`config.mk`:
```
export PLATFORM = sky130hd
export DESIGN_NAME = pipeline_hazard_ctrl
export DESIGN_NICKNAME = d
export VERILOG_FILES = /design/src/rtl/pipeline_ctrl_pkg.sv /design/src/rtl/hazard_detect.sv /design/src/rtl/pipeline_hazard_ctrl.sv
export SDC_FILE = /design/constraint.sdc
export NUM_CORES = 1
export LEC_CHECK = 0
export ABC_AREA = 0
export BUFFER_PORTS_ARGS = -buffer_cell sky130_fd_sc_hd__buf_2
export CAP_MARGIN = 20
export CORE_MARGIN = 2
export CORE_UTILIZATION = 35
export DETAILED_ROUTE_END_ITERATION = 10
export PLACE_DENSITY = 0.57
export SLEW_MARGIN = 20
export SYNTH_ARGS = -nofsm -noshare
export SYNTH_HDL_FRONTEND = slang
export SYNTH_SLANG_ARGS = --single-unit
```
`constraint.sdc`:
```
create_clock -name clk -period 1.94 [get_ports clk]
set_input_delay 0.194 -clock clk [delete_from_list [all_inputs] [get_ports clk]]
set_output_delay 0.194 -clock clk [all_outputs]
set_load 0.05 [all_outputs]
```
`src/rtl/pipeline_ctrl_pkg.sv`:
```
// Shared definitions for the pipeline hazard controller: state encodings,
// default register-index width and the bubble value loaded on a flush.
package pipeline_ctrl_pkg;

    localparam logic [1:0] ST_RUN      = 2'd0;
    localparam logic [1:0] ST_MEM_WAIT = 2'd1;
    localparam logic [1:0] ST_HALT     = 2'd2;

    localparam int unsigned REG_W_DEFAULT = 5;

    // Value a pipeline register takes when flushed; a bubble's dest field is r0.
    localparam logic [31:0] BUBBLE = 32'h0;

    typedef enum logic [1:0] {
        StRun     = ST_RUN,
        StMemWait = ST_MEM_WAIT,
        StHalt    = ST_HALT
    } state_e;

endpackage

```
`src/rtl/hazard_detect.sv`:
```
// Load-use hazard compare: instruction in ID reads the register that the load
// currently in EX is about to write. Purely combinational.
module hazard_detect
    import pipeline_ctrl_pkg::*;
#(
    parameter int unsigned REG_W = REG_W_DEFAULT
) (
    input  logic [REG_W-1:0] ID_rs,
    input  logic [REG_W-1:0] ID_rt,
    input  logic             ID_uses_rt,
    input  logic             MemRead_EX,
    input  logic [REG_W-1:0] Write_register_EX,
    output logic             load_use
);

    logic dest_live;
    logic rs_match;
    logic rt_match;

    // r0 (also the dest of a bubble) never carries a dependency.
    always_comb begin
        dest_live = (Write_register_EX != BUBBLE[REG_W-1:0]);
        rs_match  = (ID_rs == Write_register_EX);
        rt_match  = ID_uses_rt && (ID_rt == Write_register_EX);
        load_use  = MemRead_EX && dest_live && (rs_match || rt_match);
    end

endmodule

```
`src/rtl/pipeline_hazard_ctrl.sv`:
```
// Pipeline register sequencer: per-cycle advance/hold/flush decisions for
// IF/ID, ID/EX and EX/MEM, covering data-memory wait, MEM-stage redirects and
// load-use stalls, plus a saturating stall counter and a memory watchdog.
module pipeline_hazard_ctrl
    import pipeline_ctrl_pkg::*;
#(
    parameter int unsigned REG_W       = REG_W_DEFAULT,
    parameter int unsigned CNT_W       = 16,
    parameter int unsigned MEM_TIMEOUT = 64
) (
    input  logic             clk,
    input  logic             rst_n,
    input  logic [REG_W-1:0] ID_rs,
    input  logic [REG_W-1:0] ID_rt,
    input  logic             ID_uses_rt,
    input  logic             MemRead_EX,
    input  logic [REG_W-1:0] Write_register_EX,
    input  logic             Branch_MEM,
    input  logic             Zero_MEM,
    input  logic             Jump_MEM,
    input  logic             MemRead_MEM,
    input  logic             MemWrite_MEM,
    input  logic             dmem_ready,
    output logic             pc_en,
    output logic             if_id_en,
    output logic             if_id_flush,
    output logic             id_ex_en,
    output logic             id_ex_flush,
    output logic             ex_mem_en,
    output logic             ex_mem_flush,
    output logic             pc_sel_mem,
    output logic             dmem_req,
    output logic             halted,
    output logic [CNT_W-1:0] stall_count
);

    localparam int unsigned WAIT_W = $clog2(MEM_TIMEOUT + 1);

    state_e             state_q, state_d;
    logic [WAIT_W-1:0]  wait_cnt_q, wait_cnt_d;
    logic [CNT_W-1:0]   stall_cnt_q, stall_cnt_d;
    logic               halted_q, halted_d;

    logic lu;
    logic mem_acc;
    logic taken;
    logic decide;

    logic pc_en_c, if_id_en_c, if_id_flush_c, id_ex_en_c, id_ex_flush_c;
    logic ex_mem_en_c, ex_mem_flush_c, pc_sel_mem_c, dmem_req_c;

    hazard_detect #(
        .REG_W (REG_W)
    ) u_hazard_detect (
        .ID_rs             (ID_rs),
        .ID_rt             (ID_rt),
        .ID_uses_rt        (ID_uses_rt),
        .MemRead_EX        (MemRead_EX),
        .Write_register_EX (Write_register_EX),
        .load_use          (lu)
    );

    assign mem_acc = MemRead_MEM | MemWrite_MEM;
    assign taken   = (Branch_MEM & Zero_MEM) | Jump_MEM;

    // FSM next state, wait counter and per-stage control decode.
    always_comb begin
        state_d        = state_q;
        wait_cnt_d     = wait_cnt_q;
        halted_d       = halted_q;
        decide         = 1'b0;
        pc_en_c        = 1'b0;
        if_id_en_c     = 1'b0;
        if_id_flush_c  = 1'b0;
        id_ex_en_c     = 1'b0;
        id_ex_flush_c  = 1'b0;
        ex_mem_en_c    = 1'b0;
        ex_mem_flush_c = 1'b0;
        pc_sel_mem_c   = 1'b0;
        dmem_req_c     = 1'b0;

        unique case (state_q)
            StRun: begin
                dmem_req_c = mem_acc;
                if (mem_acc && !dmem_ready) begin
                    // Freeze the whole pipe; the freeze cycle is the first wait cycle.
                    state_d    = StMemWait;
                    wait_cnt_d = WAIT_W'(1);
                end else begin
                    decide = 1'b1;
                end
            end
            StMemWait: begin
                dmem_req_c = 1'b1;
                if (dmem_ready) begin
                    decide     = 1'b1;
                    state_d    = StRun;
                    wait_cnt_d = '0;
                end else begin
                    wait_cnt_d = wait_cnt_q + WAIT_W'(1);
                    if (wait_cnt_q == WAIT_W'(MEM_TIMEOUT - 1)) begin
                        state_d  = StHalt;
                        halted_d = 1'b1;
                    end
                end
            end
            StHalt: begin
                state_d = StHalt;
            end
            default: begin
                state_d = StRun;
            end
        endcase

        // Memory not stalling this cycle: redirect beats load-use.
        if (decide) begin
            if (taken) begin
                pc_en_c        = 1'b1;
                pc_sel_mem_c   = 1'b1;
                if_id_en_c     = 1'b1;
                if_id_flush_c  = 1'b1;
                id_ex_en_c     = 1'b1;
                id_ex_flush_c  = 1'b1;
                ex_mem_en_c    = 1'b1;
                ex_mem_flush_c = 1'b1;
            end else if (lu) begin
                // Hold PC and IF/ID, inject one bubble into EX, let the load move on.
                id_ex_en_c    = 1'b1;
                id_ex_flush_c = 1'b1;
                ex_mem_en_c   = 1'b1;
            end else begin
                pc_en_c     = 1'b1;
                if_id_en_c  = 1'b1;
                id_ex_en_c  = 1'b1;
                ex_mem_en_c = 1'b1;
            end
        end
    end

    // Saturating count of cycles the PC is held, outside HALT.
    always_comb begin
        stall_cnt_d = stall_cnt_q;
        if ((state_q != StHalt) && !pc_en_c && (stall_cnt_q != '1)) begin
            stall_cnt_d = stall_cnt_q + CNT_W'(1);
        end
    end

    // State registers with asynchronous active-low reset.
    always_ff @(posedge clk or negedge rst_n) begin
        if (!rst_n) begin
            state_q     <= StRun;
            wait_cnt_q  <= '0;
            stall_cnt_q <= '0;
            halted_q    <= 1'b0;
        end else begin
            state_q     <= state_d;
            wait_cnt_q  <= wait_cnt_d;
            stall_cnt_q <= stall_cnt_d;
            halted_q    <= halted_d;
        end
    end

    // Outputs forced low combinationally while reset is held.
    always_comb begin
        pc_en        = pc_en_c & rst_n;
        if_id_en     = if_id_en_c & rst_n;
        if_id_flush  = if_id_flush_c & rst_n;
        id_ex_en     = id_ex_en_c & rst_n;
        id_ex_flush  = id_ex_flush_c & rst_n;
        ex_mem_en    = ex_mem_en_c & rst_n;
        ex_mem_flush = ex_mem_flush_c & rst_n;
        pc_sel_mem   = pc_sel_mem_c & rst_n;
        dmem_req     = dmem_req_c & rst_n;
        halted       = halted_q & rst_n;
        stall_count  = stall_cnt_q & {CNT_W{rst_n}};
    end

endmodule

```
### Yosys cells after proc, flatten, opt, wreduce, memory -nomap -nowiden

Cells that the tools add are included.

| word-level totals | value |
|---|---|
| register bits | 26 |
| memory bits (writable) | 0 |
| logic and storage cells | 61 |
| memories kept | 0 |
| bits in latches | 0 |
| bits in read-only memories | 0 |

| cells by class | value |
|---|---|
| multiply operators | 0 |
| multiplexer cells | 20 |
| reduce and logical (&&, ||, !) cells | 15 |
| equal/unequal tests | 9 |
| shift operators | 0 |
| div/mod/pow operators | 0 |
| add/sub/neg operators | 2 |
| $lt $le $gt $ge | 0 |
| bitwise gates (word level) | 11 |

Operators by type and width:

| operator | count |
|---|---|
| $add 16x1->16 const B | 1 |
| $and 16x16->16 | 1 |
| $ne 16x16->1 const B | 1 |
| $mux 7 | 2 |
| $pmux 7 s2 | 1 |
| $mux 1 | 11 |
| $eq 5x5->1 | 2 |
| $add 7x1->7 const B | 1 |
| $and 1x1->1 | 7 |
| $eq 7x6->1 const B | 1 |
| $logic_and 1x1->1 | 6 |
| $mux 2 | 3 |
| $pmux 2 s3 | 1 |
| $reduce_bool 5->1 | 1 |
| $ne 2x2->1 const B | 2 |
| $pmux 1 s2 | 2 |
| $reduce_and 2->1 | 2 |
| $ne 3x3->1 const B | 1 |
| $reduce_and 3->1 | 1 |
| $eq 2x1->1 const B | 1 |
| $eq 2x2->1 const B | 1 |
| $logic_not 1->1 | 2 |
| $logic_not 2->1 | 1 |
| $or 1x1->1 | 2 |
| other kinds (3) | 3 |

### Longest topological paths before layout

| logic depth | value |
|---|---|
| depth after elaboration | 10 |
| gate-level depth with buffers | 8 |

### By module

From an unflattened synthesis, not the netlist that was laid out.

| second synthesis, totals | value |
|---|---|
| cells, all modules | 171 |
| area total of the unflattened synthesis | 1597.8 um2 |

Modules (own cells, without submodules):

| module | seq. area each (um2) | cells an instance | instances | area each (um2) |
|---|---|---|---|---|
| pipeline_hazard_ctrl | 650.6 | 154 | 1 | 1465.2 |
| hazard_detect | 0.0 | 17 | 1 | 132.6 |

### Worst setup path before layout

Ideal clock, no wire load.

| path | value |
|---|---|
| kind | input to output |
| from | input Write_register_EX[0] |
| to | output pc_en |
| stages on the path | 5 |
| path slack | -374 ps |
| required time | 1746 ps |
| data arrival time | 2120 ps |
| path buffers | 1 |
| cells stage by stage | or4_1 -> o21ai_0 -> nor2_1 -> a21oi_1 -> buf_4 |

| between the ends | value |
|---|---|
| word-level cells in the longest chain between the ends | 8 |
| elaborated cells on any way between the ends | 11 |
| classes of those cells | 2 x eq/ne; 3 x mux; 1 x bitwise; 5 x reduce/logical |

Ends and longest elaborated chain:

| what | line | source |
|---|---|---|
| from (decl) | pipeline_hazard_ctrl.sv:17 | `input logic [REG_W-1:0] Write_register_EX,` |
| $eq 5x5->1 | hazard_detect.sv:24 | `rt_match = ID_uses_rt && (ID_rt == Write_register_EX);` |
| $logic_and 1x1->1 | hazard_detect.sv:24 |  |
| $logic_or 1x1->1 | hazard_detect.sv:25 | `load_use = MemRead_EX && dest_live && (rs_match \|\| rt_match);` |
| $logic_and 1x1->1 * | hazard_detect.sv:25 |  |
| $mux 1 * (3 in a row) | -- |  |
| $and 1x1->1 * | -- |  |
| to (decl) | pipeline_hazard_ctrl.sv:24 | `output logic pc_en,` |

Mark *: on every way between the ends. The rest lies on a longest branch, timed or not.

### Worst setup path after layout

| path | value |
|---|---|
| from | register stall_cnt_q[9] |
| to | register stall_cnt_q[9] |

| between the ends | value |
|---|---|
| word-level cells in the longest chain between the ends | 2 |
| elaborated cells on any way between the ends | 3 |
| classes of those cells | 1 x add/sub; 1 x eq/ne; 1 x reduce/logical |

Ends and longest elaborated chain:

| what | line | source |
|---|---|---|
| from (decl) | pipeline_hazard_ctrl.sv:41 | `logic [CNT_W-1:0] stall_cnt_q, stall_cnt_d;` |
| from (signal assigned) | pipeline_hazard_ctrl.sv:158 | `stall_cnt_q <= stall_cnt_d;` |
| parallel branches: the longest is 2 deep, another holds $add 16x1->16 | -- |  |

Several ways; the timed one is not identified.
A chain may end at the register's enable or synchronous reset.

==> flow_summary_export.csv <==
group,metric,value,unit
sta,setup_violations,0,
drt,vias,1479,
floorplanning,coreArea,4380,um^2
sta,hold-worst-slack,0.277,ns
worst_setup_path,timing.rr.end,"stall_cnt_q[9]$_DFFE_PN0P_",
worst_setup_path,start_kind,"flop",
worst_setup_path,path_class,"reg2reg",
power_and_ir_drop,switching_share,38.1,%
synthesis,yosys.area_share.simple,27.9,%
synthesis,synth_seq_area_share,40.5,%
worst_setup_path,endpoint_kind,"flop",
synthesis,synth_cell_types,38,
power_and_ir_drop,power,0.00206,W
status,status,"completed",
min_path,hp-class,"in2reg",
clock_tree,cts_buffers,3,
place,dp_cells,296,
place,port_buffers,50,
synthesis,synth_area_per_cell,8.93,um^2
synthesis,syn_inst,180,
drt,vias_per_cell,4.85,
floorplanning,start_util,36.6,%
synthesis,ys_warn_count,0,
sta,hold_violations,0,
place,dpl_cell_area,2040,um^2
layout,finalNonFillerCells,305,
clock_tree,cts.clk_slew.worst_paths,0.09,ns
floorplanning,ios,51,
clock_tree,cts_tree,"built",
clock_tree,h-tree-depth,1,
sta,tns,0,ns
global_route,grt_pass1_vias,1407,
power_and_ir_drop,powerDensity,930,nW/um^2
sta,slew_viol_final,0,
floorplanning,fp-row-count,24,
synthesis,synth.top_cell.area_share,40.5,%
sta,rsz0062_at_grt,"yes",
layout,nets,281,
layout,multi_input_area,958,um^2
layout,drive_gt1_share,38.3,%
synthesis,synthAdderAreaFrac,1.56,%
sta,worst_slew_pin_slew,0.370,ns
power_and_ir_drop,p_sw,0.000784,W
clock_tree,clock_path_buffers,2,
drt,wl_per_cell,12.0,um
run,cap_violations,0,
min_path,hold_depth,3,
drt,drt_wl_total,3.66,mm
synthesis,synth_ff_type,"dfrtp_1",
sta,fin_crit,1.84,ns
synthesis,synth_top_family_by_area,"simple AND/OR/NAND/NOR gates",
layout,num-fill-cells,424,
power_and_ir_drop,clock_power_share,21.7,%
power_and_ir_drop,ir_worst_vdd,0.577,mV
sta,slew_headroom,75.3,%
sta,period_share,95.1,%
global_route,grt_max_degree,35,
global_route,overflow,0,
drt,drt-pass1-iter-count,4,
drt,final_antenna_net_count,0,
place,hpwlAfterDp,2.74,mm
synthesis,yosysMostFrequentCell,"dfrtp_1",
layout,syn_to_final_growth,37.9,%
synthesis,synth_commonest_cells,"dfrtp_1, xor2_1, nor2_1",
global_route,grt_pass1_wl,6.12,mm
synthesis,async_reset_ff_share,100,%
floorplanning,fp.dieH,71.8,um
place,gp_congestion,0.800,
floorplanning,die-width,71.8,um
worst_setup_path,r2r_slack,0.1,ns
power_and_ir_drop,intPower,0.00128,W
min_path,hold_start,"dmem_ready",
worst_setup_path,worstPathMaxFanout,6,
drt,drc,0,
sta,max_freq,0.542,GHz
synthesis,synthMuxAreaShare,0.701,%
synthesis,synth_area_leaders,"dfrtp_1, xor2_1, and2_1",
layout,antenna_cells,0,
clock_tree,cts.sinks,26,
clock_tree,insertion_delay,0.26,ns
power_and_ir_drop,p_seq_share,34.6,%
clock_tree,cts-root-buf,"clkbuf_8",
min_path,min_to,"state_q[0]$_DFFE_PN0P_",
worst_setup_path,required,2.09,ns
worst_setup_path,arrival,2.00,ns
synthesis,synth_nets,207,
power_and_ir_drop,combinationalPowerShare,43.6,%
synthesis,netlist_area,1610,um^2
global_route,grt_usage,14.5,%
worst_setup_path,rr_worst_depth,7,
power_and_ir_drop,p_leak,1.13,nW
synthesis,ys_seq_elements,26,
synthesis,synth_xor_area_share,13.1,%
worst_setup_path,r2r_start,"stall_cnt_q[9]$_DFFE_PN0P_",
synthesis,synth_edf_count,0,
floorplanning,dieArea,5150,um^2
synthesis,synth-compound-area-share,12.2,%
synthesis,yosysTopAreaCell,"dfrtp_1",
global_route,antenna_found_initial,0,
layout,design_area,2210,um^2
layout,seq_area,651,um^2
sta,final.setup_skew,0.00274,ns
drt,initialDrtViolationCount,28,
[cells in the final DEF, fill, tap and decap left out, types with 2 or more instances in the layout]
cell type	synthesis	routed
xor2_1	22	22
nand3_1	7	6
o21ai_0	9	9
a21oi_1	5	3
nor4_4	0	2
and2_1	17	17
and3_1	4	4
nor3_2	1	2
nor2_1	19	18
inv_1	4	4
buf_4	4	24
buf_2	1	49
o22ai_1	2	2
nor3_1	9	8
nand2_1	14	14
xnor2_1	2	2
ha_1	2	2
o31ai_1	2	2
nand2b_1	5	5
dfrtp_1	26	26
a21oi_2	0	2
nand4_1	3	3
clkbuf_8	0	3
or2_2	2	2
[worst max-delay path by stage]
stage | endpoint | startpoint | slack, ns | depth (start not counted)
floorplan | pc_en | Write_register_EX[0] | -0.03 | 5
global placement | stall_cnt_q[1]$_DFFE_PN0P_ | stall_cnt_q[0]$_DFFE_PN0P_ | -0.05 | 6
detailed placement | stall_cnt_q[3]$_DFFE_PN0P_ | stall_cnt_q[0]$_DFFE_PN0P_ | -0.06 | 8
CTS | ex_mem_flush | state_q[0]$_DFFE_PN0P_ | -0.008 | 5
global route | stall_cnt_q[9]$_DFFE_PN0P_ | stall_cnt_q[9]$_DFFE_PN0P_ | -0.05 | 7
finish | stall_cnt_q[9]$_DFFE_PN0P_ | stall_cnt_q[9]$_DFFE_PN0P_ | 0.1 | 7
[stage by stage]
| stage | utilization [%] | worst slack, ns |
|---|---|---|
| global route | 50.5 | -0.0536 |
| global placement | 46.6 | -0.0516 |
| detailed placement | 46.6 | -0.0599 |
| floorplan | - | -0.0291 |
| finish | 50.5 | 0.0956 |
| CTS | 48.6 | -0.00759 |
[layer usage]
layer	track usage [%]	routed length [um]	vias to the layer above
met3	2.39	222	2
met1	20.7	1800	676
met5	0	0	-
met4	3.14	25	0
li1	-	-	761
met2	23.3	1610	40
[state kept, by name, summed over array words and instances, names as in the netlist]
register / flops
state_q: 2
wait_cnt_q: 7
halted_q: 1
stall_cnt_q: 16
[power by group through the flow]
stage / sequential [W] / combinational (W) / clock [W]
global placement: 0.000718 / 0.000855 / 0
CTS: 0.000712 / 0.000862 / 0.000459
floorplan: 0.000754 / 0.000506 / 0
finish: 0.000713 / 0.000899 / 0.000448
detailed placement: 0.000722 / 0.000849 / 0
global route: 0.000729 / 0.000987 / 0.000479
[repair_timing]
item / in CTS / in global routing
hold buffers: 1 / 0
gates resized for setup: 1 / 12
setup endpoints to repair: 12 / 18
pin swaps: 1 / 6
endpoints found under the hold margin: 16 / 0
setup buffers: 0 / 4
[area by class of cell]
class                      instances  share of cell area (%)
clock inverter                     1                    1.36
sequential                        26                    29.4
timing repair buffer              76                    20.5
inverter                           4                   0.678
tap                               52                    2.94
multi-input combinational        143                    43.3
clock buffer                       3                    1.86
[kinds of logic after synthesis]
group,after synthesis
AOI/OAI and AO/OA,29
adders and majority gates,2
and+or+nand+nor,87
DFF,26
buffers and inverters,11
muxes,1
xor gates and xnor gates,24
[worst max-delay path, cell delays in order, from the launching register on]
cell     delay (ns)
dfrtp_1        0.42
nand4_1        0.20
nor4_4         0.39
a21oi_2        0.09
o21ba_4        0.29
buf_6          0.14
nor4_4         0.04
xor2_1         0.16
Power figures use the tool's default switching activity.
